<file path="src/rtl/mvm_sched_pkg.sv">
// mvm_sched_pkg: widths, FSM states and job bundle for the mvm scheduler.
// Shared by the scheduler, its interface and the bench.
package mvm_sched_pkg;

  localparam int VEC_ADDRW  = 8;
  localparam int MAT_ADDRW  = 9;
  localparam int OWIDTH     = 32;
  localparam int NUM_OLANES = 8;
  localparam int NOUTW      = 8;

  typedef enum logic [1:0] {
    IDLE,
    CHECK,
    ISSUE,
    RUN
  } state_t;

  typedef logic [NUM_OLANES-1:0][OWIDTH-1:0] lanes_t;

  typedef struct packed {
    logic [VEC_ADDRW-1:0] vec_start_addr;
    logic [VEC_ADDRW:0]   vec_num_words;
    logic [MAT_ADDRW-1:0] mat_start_addr;
    logic [MAT_ADDRW:0]   mat_num_rows_per_olane;
    logic [NOUTW-1:0]     num_outputs;
  } job_t;

endpackage

</file>
<file path="src/rtl/mvm_sched_if.sv">
// mvm_sched_if: command and result valid/ready streams of the scheduler.
// master = job producer / result consumer, slave = mvm_sched.
interface mvm_sched_if;
  import mvm_sched_pkg::*;

  logic                 cmd_valid;
  logic                 cmd_ready;
  logic [VEC_ADDRW-1:0] cmd_vec_start_addr;
  logic [VEC_ADDRW:0]   cmd_vec_num_words;
  logic [MAT_ADDRW-1:0] cmd_mat_start_addr;
  logic [MAT_ADDRW:0]   cmd_mat_num_rows_per_olane;
  logic [NOUTW-1:0]     cmd_num_outputs;

  logic   res_valid;
  logic   res_ready;
  lanes_t res_data;
  logic   res_last;

  modport master (
    output cmd_valid, cmd_vec_start_addr,
    output cmd_vec_num_words, cmd_mat_start_addr,
    output cmd_mat_num_rows_per_olane, cmd_num_outputs,
    output res_ready,
    input  cmd_ready, res_valid, res_data, res_last
  );

  modport slave (
    input  cmd_valid, cmd_vec_start_addr,
    input  cmd_vec_num_words, cmd_mat_start_addr,
    input  cmd_mat_num_rows_per_olane, cmd_num_outputs,
    input  res_ready,
    output cmd_ready, res_valid, res_data, res_last
  );

endinterface

</file>
<file path="src/rtl/mvm_sched_sync_fifo.sv">
// sync_fifo: first-word fall-through FIFO, power-of-2 DEPTH.
// Push when full and pop when empty are ignored.
module sync_fifo #(
  parameter int DATAW = 8,
  parameter int DEPTH = 4
) (
  input  logic                     clk,
  input  logic                     rst,
  input  logic                     push,
  input  logic [DATAW-1:0]         wdata,
  input  logic                     pop,
  output logic [DATAW-1:0]         rdata,
  output logic [$clog2(DEPTH):0]   count
);

  localparam int AW = $clog2(DEPTH);

  logic [DATAW-1:0] mem [DEPTH];
  logic [AW:0]      wptr;
  logic [AW:0]      rptr;
  logic             full;
  logic             empty;

  assign count = wptr - rptr;
  assign full  = count == (AW+1)'(DEPTH);
  assign empty = count == '0;
  assign rdata = mem[rptr[AW-1:0]];

  always_ff @(posedge clk or negedge rst) begin
    if (!rst) begin
      wptr <= '0;
      rptr <= '0;
    end else begin
      if (push && !full)
        wptr <= wptr + (AW+1)'(1);
      if (pop && !empty)
        rptr <= rptr + (AW+1)'(1);
    end
  end

  always_ff @(posedge clk) begin
    if (push && !full)
      mem[wptr[AW-1:0]] <= wdata;
  end

endmodule

</file>
<file path="src/rtl/mvm_sched.sv">
// mvm_sched: credit-based job issue in front of mvm, result FIFO drain.
// Define MVM_SCHED_PERF_EN to add the perf_* counters.
module mvm_sched
  import mvm_sched_pkg::*;
#(
  parameter int CMD_DEPTH = 4,
  parameter int RES_DEPTH = 16
) (
  input  logic                 clk,
  input  logic                 rst,
  mvm_sched_if.slave           bus,
  output logic                 mvm_start,
  output logic [VEC_ADDRW-1:0] mvm_vec_start_addr,
  output logic [VEC_ADDRW:0]   mvm_vec_num_words,
  output logic [MAT_ADDRW-1:0] mvm_mat_start_addr,
  output logic [MAT_ADDRW:0]   mvm_mat_num_rows_per_olane,
  input  logic                 mvm_busy,
  input  lanes_t               mvm_result,
  input  logic                 mvm_valid,
  output logic                 idle,
  output logic                 err_overrun
`ifdef MVM_SCHED_PERF_EN
  ,
  output logic [31:0]          perf_jobs,
  output logic [31:0]          perf_busy_cycles,
  output logic [31:0]          perf_credit_stall
`endif
);

  localparam int CCW = $clog2(CMD_DEPTH) + 1;
  localparam int CW  = $clog2(RES_DEPTH) + 1;
  localparam int RW  = $bits(lanes_t) + 1;

  state_t           state, state_nx;
  job_t             job, cmd_head, cmd_in;
  logic [CCW-1:0]   cmd_cnt;
  logic             cmd_pop;
  logic [CW-1:0]    res_cnt;
  logic [CW-1:0]    rsv;
  logic [CW-1:0]    free_credit;
  logic             credit_ok;
  logic             reserve;
  logic             beat_wr;
  logic             beat_last;
  logic             run_seen;
  logic [NOUTW-1:0] beat_cnt;
  logic [RW-1:0]    res_head;

  assign cmd_in = {
    bus.cmd_vec_start_addr, bus.cmd_vec_num_words,
    bus.cmd_mat_start_addr, bus.cmd_mat_num_rows_per_olane,
    bus.cmd_num_outputs
  };

  assign bus.cmd_ready = cmd_cnt != CCW'(CMD_DEPTH);

  sync_fifo #(.DATAW($bits(job_t)), .DEPTH(CMD_DEPTH)) u_cmd (
    .clk   (clk),
    .rst   (rst),
    .push  (bus.cmd_valid && bus.cmd_ready),
    .wdata (cmd_in),
    .pop   (cmd_pop),
    .rdata (cmd_head),
    .count (cmd_cnt)
  );

  // Credit covers both buffered beats and beats promised to a running job.
  assign free_credit = CW'(RES_DEPTH) - res_cnt - rsv;
  assign credit_ok   = 32'(free_credit) >= 32'(job.num_outputs);
  assign beat_last   = beat_cnt + NOUTW'(1) == job.num_outputs;

  always_comb begin
    state_nx = state;
    cmd_pop  = 1'b0;
    reserve  = 1'b0;
    beat_wr  = 1'b0;
    unique case (state)
      IDLE: begin
        if (cmd_cnt != '0) begin
          cmd_pop  = 1'b1;
          state_nx = CHECK;
        end
      end
      CHECK: begin
        if (job.num_outputs == '0) begin
          state_nx = IDLE;
        end else if (credit_ok) begin
          reserve  = 1'b1;
          state_nx = ISSUE;
        end
      end
      ISSUE: state_nx = RUN;
      RUN: begin
        beat_wr = mvm_valid && (beat_cnt < job.num_outputs);
        if (run_seen && !mvm_busy &&
            beat_cnt == job.num_outputs)
          state_nx = IDLE;
      end
      default: state_nx = IDLE;
    endcase
  end

  always_ff @(posedge clk or negedge rst) begin
    if (!rst) begin
      state       <= IDLE;
      job         <= '0;
      beat_cnt    <= '0;
      run_seen    <= 1'b0;
      rsv         <= '0;
      err_overrun <= 1'b0;
    end else begin
      state <= state_nx;
      if (cmd_pop)
        job <= cmd_head;
      if (state == ISSUE) begin
        beat_cnt <= '0;
        run_seen <= 1'b0;
      end else if (state == RUN) begin
        run_seen <= 1'b1;
        if (beat_wr)
          beat_cnt <= beat_cnt + NOUTW'(1);
      end
      if (reserve)
        rsv <= rsv + CW'(job.num_outputs);
      else if (beat_wr)
        rsv <= rsv - CW'(1);
      if (mvm_valid && !beat_wr)
        err_overrun <= 1'b1;
    end
  end

  sync_fifo #(.DATAW(RW), .DEPTH(RES_DEPTH)) u_res (
    .clk   (clk),
    .rst   (rst),
    .push  (beat_wr),
    .wdata ({beat_last, mvm_result}),
    .pop   (bus.res_valid && bus.res_ready),
    .rdata (res_head),
    .count (res_cnt)
  );

  assign bus.res_valid = res_cnt != '0;
  assign bus.res_data  = bus.res_valid ? res_head[RW-2:0] : '0;
  assign bus.res_last  = bus.res_valid && res_head[RW-1];

  assign mvm_start                  = state == ISSUE;
  assign mvm_vec_start_addr         = job.vec_start_addr;
  assign mvm_vec_num_words          = job.vec_num_words;
  assign mvm_mat_start_addr         = job.mat_start_addr;
  assign mvm_mat_num_rows_per_olane = job.mat_num_rows_per_olane;

  assign idle = state == IDLE && cmd_cnt == '0 && res_cnt == '0;

`ifdef MVM_SCHED_PERF_EN
  always_ff @(posedge clk or negedge rst) begin
    if (!rst) begin
      perf_jobs         <= '0;
      perf_busy_cycles  <= '0;
      perf_credit_stall <= '0;
    end else begin
      if (state == RUN && state_nx == IDLE)
        perf_jobs <= perf_jobs + 32'd1;
      if (state == ISSUE || state == RUN)
        perf_busy_cycles <= perf_busy_cycles + 32'd1;
      if (state == CHECK && job.num_outputs != '0 && !credit_ok)
        perf_credit_stall <= perf_credit_stall + 32'd1;
    end
  end
`endif

endmodule

</file>
<file path="src/flat_wrapper.sv">
// flat-port wrapper written by rule: the top's interface ports become plain ports
module mvm_sched_flat import mvm_sched_pkg::*;
#(
  parameter int CMD_DEPTH = 4,
  parameter int RES_DEPTH = 16
)
  (clk, rst, mvm_start, mvm_vec_start_addr, mvm_vec_num_words, mvm_mat_start_addr, mvm_mat_num_rows_per_olane, mvm_busy, mvm_result, mvm_valid, idle, err_overrun, bus_cmd_valid, bus_cmd_vec_start_addr, bus_cmd_vec_num_words, bus_cmd_mat_start_addr, bus_cmd_mat_num_rows_per_olane, bus_cmd_num_outputs, bus_res_ready, bus_cmd_ready, bus_res_valid, bus_res_data, bus_res_last);
  mvm_sched_if bus_i ();
  input  logic clk;
  input  logic rst;
  output logic mvm_start;
  output logic [VEC_ADDRW-1:0] mvm_vec_start_addr;
  output logic [VEC_ADDRW:0] mvm_vec_num_words;
  output logic [MAT_ADDRW-1:0] mvm_mat_start_addr;
  output logic [MAT_ADDRW:0] mvm_mat_num_rows_per_olane;
  input  logic mvm_busy;
  input  lanes_t mvm_result;
  input  logic mvm_valid;
  output logic idle;
  output logic err_overrun;
  input wire logic [$bits(bus_i.cmd_valid)-1:0] bus_cmd_valid;
  input wire logic [$bits(bus_i.cmd_vec_start_addr)-1:0] bus_cmd_vec_start_addr;
  input wire logic [$bits(bus_i.cmd_vec_num_words)-1:0] bus_cmd_vec_num_words;
  input wire logic [$bits(bus_i.cmd_mat_start_addr)-1:0] bus_cmd_mat_start_addr;
  input wire logic [$bits(bus_i.cmd_mat_num_rows_per_olane)-1:0] bus_cmd_mat_num_rows_per_olane;
  input wire logic [$bits(bus_i.cmd_num_outputs)-1:0] bus_cmd_num_outputs;
  input wire logic [$bits(bus_i.res_ready)-1:0] bus_res_ready;
  output wire logic [$bits(bus_i.cmd_ready)-1:0] bus_cmd_ready;
  output wire logic [$bits(bus_i.res_valid)-1:0] bus_res_valid;
  output wire logic [$bits(bus_i.res_data)-1:0] bus_res_data;
  output wire logic [$bits(bus_i.res_last)-1:0] bus_res_last;
  assign bus_i.cmd_valid = bus_cmd_valid;
  assign bus_i.cmd_vec_start_addr = bus_cmd_vec_start_addr;
  assign bus_i.cmd_vec_num_words = bus_cmd_vec_num_words;
  assign bus_i.cmd_mat_start_addr = bus_cmd_mat_start_addr;
  assign bus_i.cmd_mat_num_rows_per_olane = bus_cmd_mat_num_rows_per_olane;
  assign bus_i.cmd_num_outputs = bus_cmd_num_outputs;
  assign bus_i.res_ready = bus_res_ready;
  assign bus_cmd_ready = bus_i.cmd_ready;
  assign bus_res_valid = bus_i.res_valid;
  assign bus_res_data = bus_i.res_data;
  assign bus_res_last = bus_i.res_last;
  mvm_sched #(.CMD_DEPTH(CMD_DEPTH), .RES_DEPTH(RES_DEPTH)) u_core (.clk(clk), .rst(rst), .bus(bus_i), .mvm_start(mvm_start), .mvm_vec_start_addr(mvm_vec_start_addr), .mvm_vec_num_words(mvm_vec_num_words), .mvm_mat_start_addr(mvm_mat_start_addr), .mvm_mat_num_rows_per_olane(mvm_mat_num_rows_per_olane), .mvm_busy(mvm_busy), .mvm_result(mvm_result), .mvm_valid(mvm_valid), .idle(idle), .err_overrun(err_overrun));
endmodule
</file>
<file path="config.mk">
export PLATFORM = sky130hd
export DESIGN_NAME = mvm_sched_flat
export DESIGN_NICKNAME = d
export VERILOG_FILES = /design/src/rtl/mvm_sched_pkg.sv /design/src/rtl/mvm_sched_if.sv /design/src/rtl/mvm_sched_sync_fifo.sv /design/src/rtl/mvm_sched.sv /design/src/flat_wrapper.sv
export SDC_FILE = /design/constraint.sdc
export NUM_CORES = 2
export LEC_CHECK = 0
export BUFFER_PORTS_ARGS = -buffer_cell sky130_fd_sc_hd__buf_2
export CORE_UTILIZATION = 45
export CTS_CLUSTER_DIAMETER = 40
export DETAILED_ROUTE_END_ITERATION = 8
export PLACE_DENSITY_LB_ADDON = 0.08
export RECOVER_POWER = 100
export SETUP_SLACK_MARGIN = 0.4
export SLEW_MARGIN = 30
export SYNTH_ARGS = -nofsm -noshare
export SYNTH_HDL_FRONTEND = slang
export SYNTH_MEMORY_MAX_BITS = 65536
export SYNTH_SLANG_ARGS = --single-unit
</file>
<file path="constraint.sdc">
create_clock -name clk -period 10.4 [get_ports clk]
set_input_delay 0.52 -clock clk [delete_from_list [all_inputs] [get_ports clk]]
set_output_delay 0.52 -clock clk [all_outputs]
set_load 0.005 [all_outputs]
</file>
==> run metrics <==
Mean Syn Cell Area 25.2 um^2; most used flip-flop cell after synthesis edfxtp_1; setup tns final 0 ns; post-synth top area share 0.772; GRT Overall Usage 0.222; Crit. End Element flip-flop; Worst Skew 0.0403 ns; Max Fclk 0.118 GHz; largest cells by area after synthesis edfxtp_1, mux4_2, dfrtp_1; Sink Count 4365; worst path required time 10.92 ns; Finished Cell Area 198000 um^2; Synth warnings 0; area leader, netlist edfxtp_1; Crit Path Max Fanout 37; sequential cell area fraction in the yosys report 0.784; Pwr per Cell Area 278 nW/um^2; final-report max-slew violation count 1497; Leakage 0.0628 uW; CP arrival 8.97 ns; DP Wirelength 207000 um; CTS H-tree depth 6; first-pass GRT wire length 593000 um; Fin. Hold Viols 0; Max Cap Viol 44; die area 373000 um^2; Synth async-reset ratio 0.0176; Routed Antenna Nets 0; Pre-Repair DR Iteration Count 7; failing checks max-capacitance violations, max-slew violations; RePlAce Congestion 0.743; outcome finished with violations; Post-Syn Instances 6631; Critical Setup Path Class flip-flop to flip-flop; Die Span Y 611 um; FF+latch area 131000 um^2; IO Port Bufs 603; TritonCTS buffer count 588; largest net degree at the start of global routing 155; Cell variety after synth 44; Initial Utilization 0.452; die width 611 um; Mapped Nets 6981; clk buf depth 4; Clock Latency Late Sink 1.04 ns; Worst-Margin Slew 3.75 ns; wire length per cell 30.9 um; Fillers 28300; initial antenna violation count 96; Core Area 369000 um^2; area taken by multi-input logic gates 33900 um^2; DRC viols 0; routed vias 76600; number of global-route vias before repair 81900; fraction of layout cells with a size suffix above 1 0.318; CTS clk-pin slew, worst paths 0.05 ns; Yosys reg bits 4365; CP Launch Type flip-flop; grt ovf 0; Routed WL 414000 um; VDD IR-drop max 0.225 mV; vias per inst 5.72; Final min period 8.44 ns; initial DRC count 6697; CTS tree built; Mapped Area 167000 um^2; CTS root buf clkbuf_16; Slew headroom -1.50; Placement Cell Area 176000 um^2; number of placement rows 223; fin util 0.538; Tcrit/Tclk final 0.812; Hold Crit Class input port to flip-flop; # resized after CTS 0; Power, Total 55200 uW; number of synthesized flops with an enable pin 4288; RSZ-0062 raised after global routing no; fin nets 8258; IO Count 604; Area Overhead vs Synth 19.0%; final setup vio count 0; Hold Slack 0.106 ns
-- metal layers --
metal,vias up,part of all wire,GRT usage
met5,-,0.00066,0
met4,42,0.025,0.0565
met3,678,0.059,0.0414
met2,2409,0.49,0.363
met1,42100,0.42,0.308
li1,31400,-,-
-- kinds of logic after synthesis --
family,Yosys count,synth area share
flip-flops,4365,0.784
multiplexers,1378,0.183
AND/OR/NAND/NOR,357,0.0129
adder cells (fa/ha/maj),44,0.00344
AO/OA/AOI/OAI,49,0.00185
buffers and inverters,402,0.0137
XOR/XNOR,36,0.00189
-- per-stage QoR --
| step | worst slack (ns) | instances |
|---|---|---|
| after global routing | 1.46 | 13400 |
| after floorplan | 0.810 | 6631 |
| after CTS | 2.95 | 13300 |
| after detailed placement | 4.08 | 12000 |
| final | 1.96 | 13400 |
| after global placement | 3.93 | 11900 |
-- cells in the mapped netlist (17+ instances only) --
| master | count |
|---|---|
| and2_1 | 261 |
| and3_1 | 26 |
| buf_1 | 23 |
| buf_2 | 39 |
| buf_4 | 36 |
| buf_6 | 78 |
| clkbuf_1 | 194 |
| dfrtp_1 | 77 |
| edfxtp_1 | 4288 |
| ha_1 | 41 |
| inv_1 | 30 |
| mux2_2 | 38 |
| mux4_2 | 1329 |
| nand2_1 | 17 |
| xnor2_1 | 25 |
-- repair_timing --
action                    4_1_cts  5_1_grt
hold buffers                  305        0
buffers inserted                0        0
hold endpoints to repair     4325        0
-- cell type report --
type                       count  share of cell area
antenna                       31            0.000391
timing repair buffer        1057              0.0363
clock inverter               420              0.0245
multi-input combinational   1864               0.171
tap                         4950              0.0312
sequential                  4365               0.659
inverter                      32            0.000681
clock buffer                 665              0.0775
-- path summary, 6_finish.rpt --
| path | from | endpoint | slack [ns] | cells after the start |
|---|---|---|---|---|
| max in group asynchronous | rst | u_core.mvm_vec_num_words[4]$_DFFE_PN0P_ | 6.69 | 4 |
| min in group asynchronous | rst | u_core.mvm_mat_start_addr[7]$_DFFE_PN0P_ | 0.84 | 3 |
| max | u_core.u_res.rptr[0]$_DFFE_PN0P_ | u_core.u_res.mem[2][68]$_DFFE_PP_ | 1.96 | 10 |
| max reg2reg | u_core.u_res.rptr[0]$_DFFE_PN0P_ | u_core.u_res.mem[2][68]$_DFFE_PP_ | 1.96 | 10 |
| min | mvm_busy | flip-flop | 0.11 | 5 |
| min reg2reg | u_core.err_overrun$_DFFE_PN0P_ | u_core.err_overrun$_DFFE_PN0P_ | 0.46 | 1 |
-- critical path, cell delays in order (launching register included) --
cell	delay, ns
dfrtp_1	2.13
ha_1	0.42
inv_1	0.08
fa_1	0.41
a21o_1	0.18
a21oi_1	0.27
xnor2_1	0.17
a311oi_2	0.25
clkbuf_1	0.60
and3_4	0.83
clkbuf_1	2.47
-- sequential cells by signal, indices dropped and copies added, names as in the netlist, named ones only --
signal,cells
u_core.beat_cnt,8
u_core.err_overrun,1
u_core.job,8
u_core.mvm_mat_num_rows_per_olane,10
u_core.mvm_mat_start_addr,9
u_core.mvm_vec_num_words,9
u_core.mvm_vec_start_addr,8
u_core.rsv,5
u_core.run_seen,1
u_core.state,1
u_core.u_cmd.mem,176
u_core.u_cmd.rptr,3
u_core.u_cmd.wptr,3
u_core.u_res.mem,4112
u_core.u_res.rptr,5
u_core.u_res.wptr,5
-- power by group --
group	switching [uW]	internal, uW	leakage, uW
Combinational	7450	7210	0.0136
Clock	7770	12700	0.00975
Sequential	331	19800	0.0395
Total	15600	39700	0.0628
-- layout by cell type (no fill, tap or decap), types with 11 or more instances in the layout --
cell              n
diode_2          31
xnor2_1          25
clkinv_2         82
and3_1           20
clkinv_4         42
buf_12           34
mux2_2           37
clkinvlp_4       58
and2_1           92
inv_6            58
clkinv_8         11
bufinv_16        76
clkbuf_16       604
edfxtp_1       4288
o21ai_0          12
buf_4            57
inv_1            30
clkinv_1         74
buf_6            15
nand2_1          17
a21oi_1          14
dlygate4sd3_1   305
ha_1             41
and2_0          169
mux4_2         1329
buf_2           212
clkbuf_1        473
nor2_1           14
xor2_1           11
dfrtp_1          73
a21o_1           11
Power figures use the tool's default switching activity.
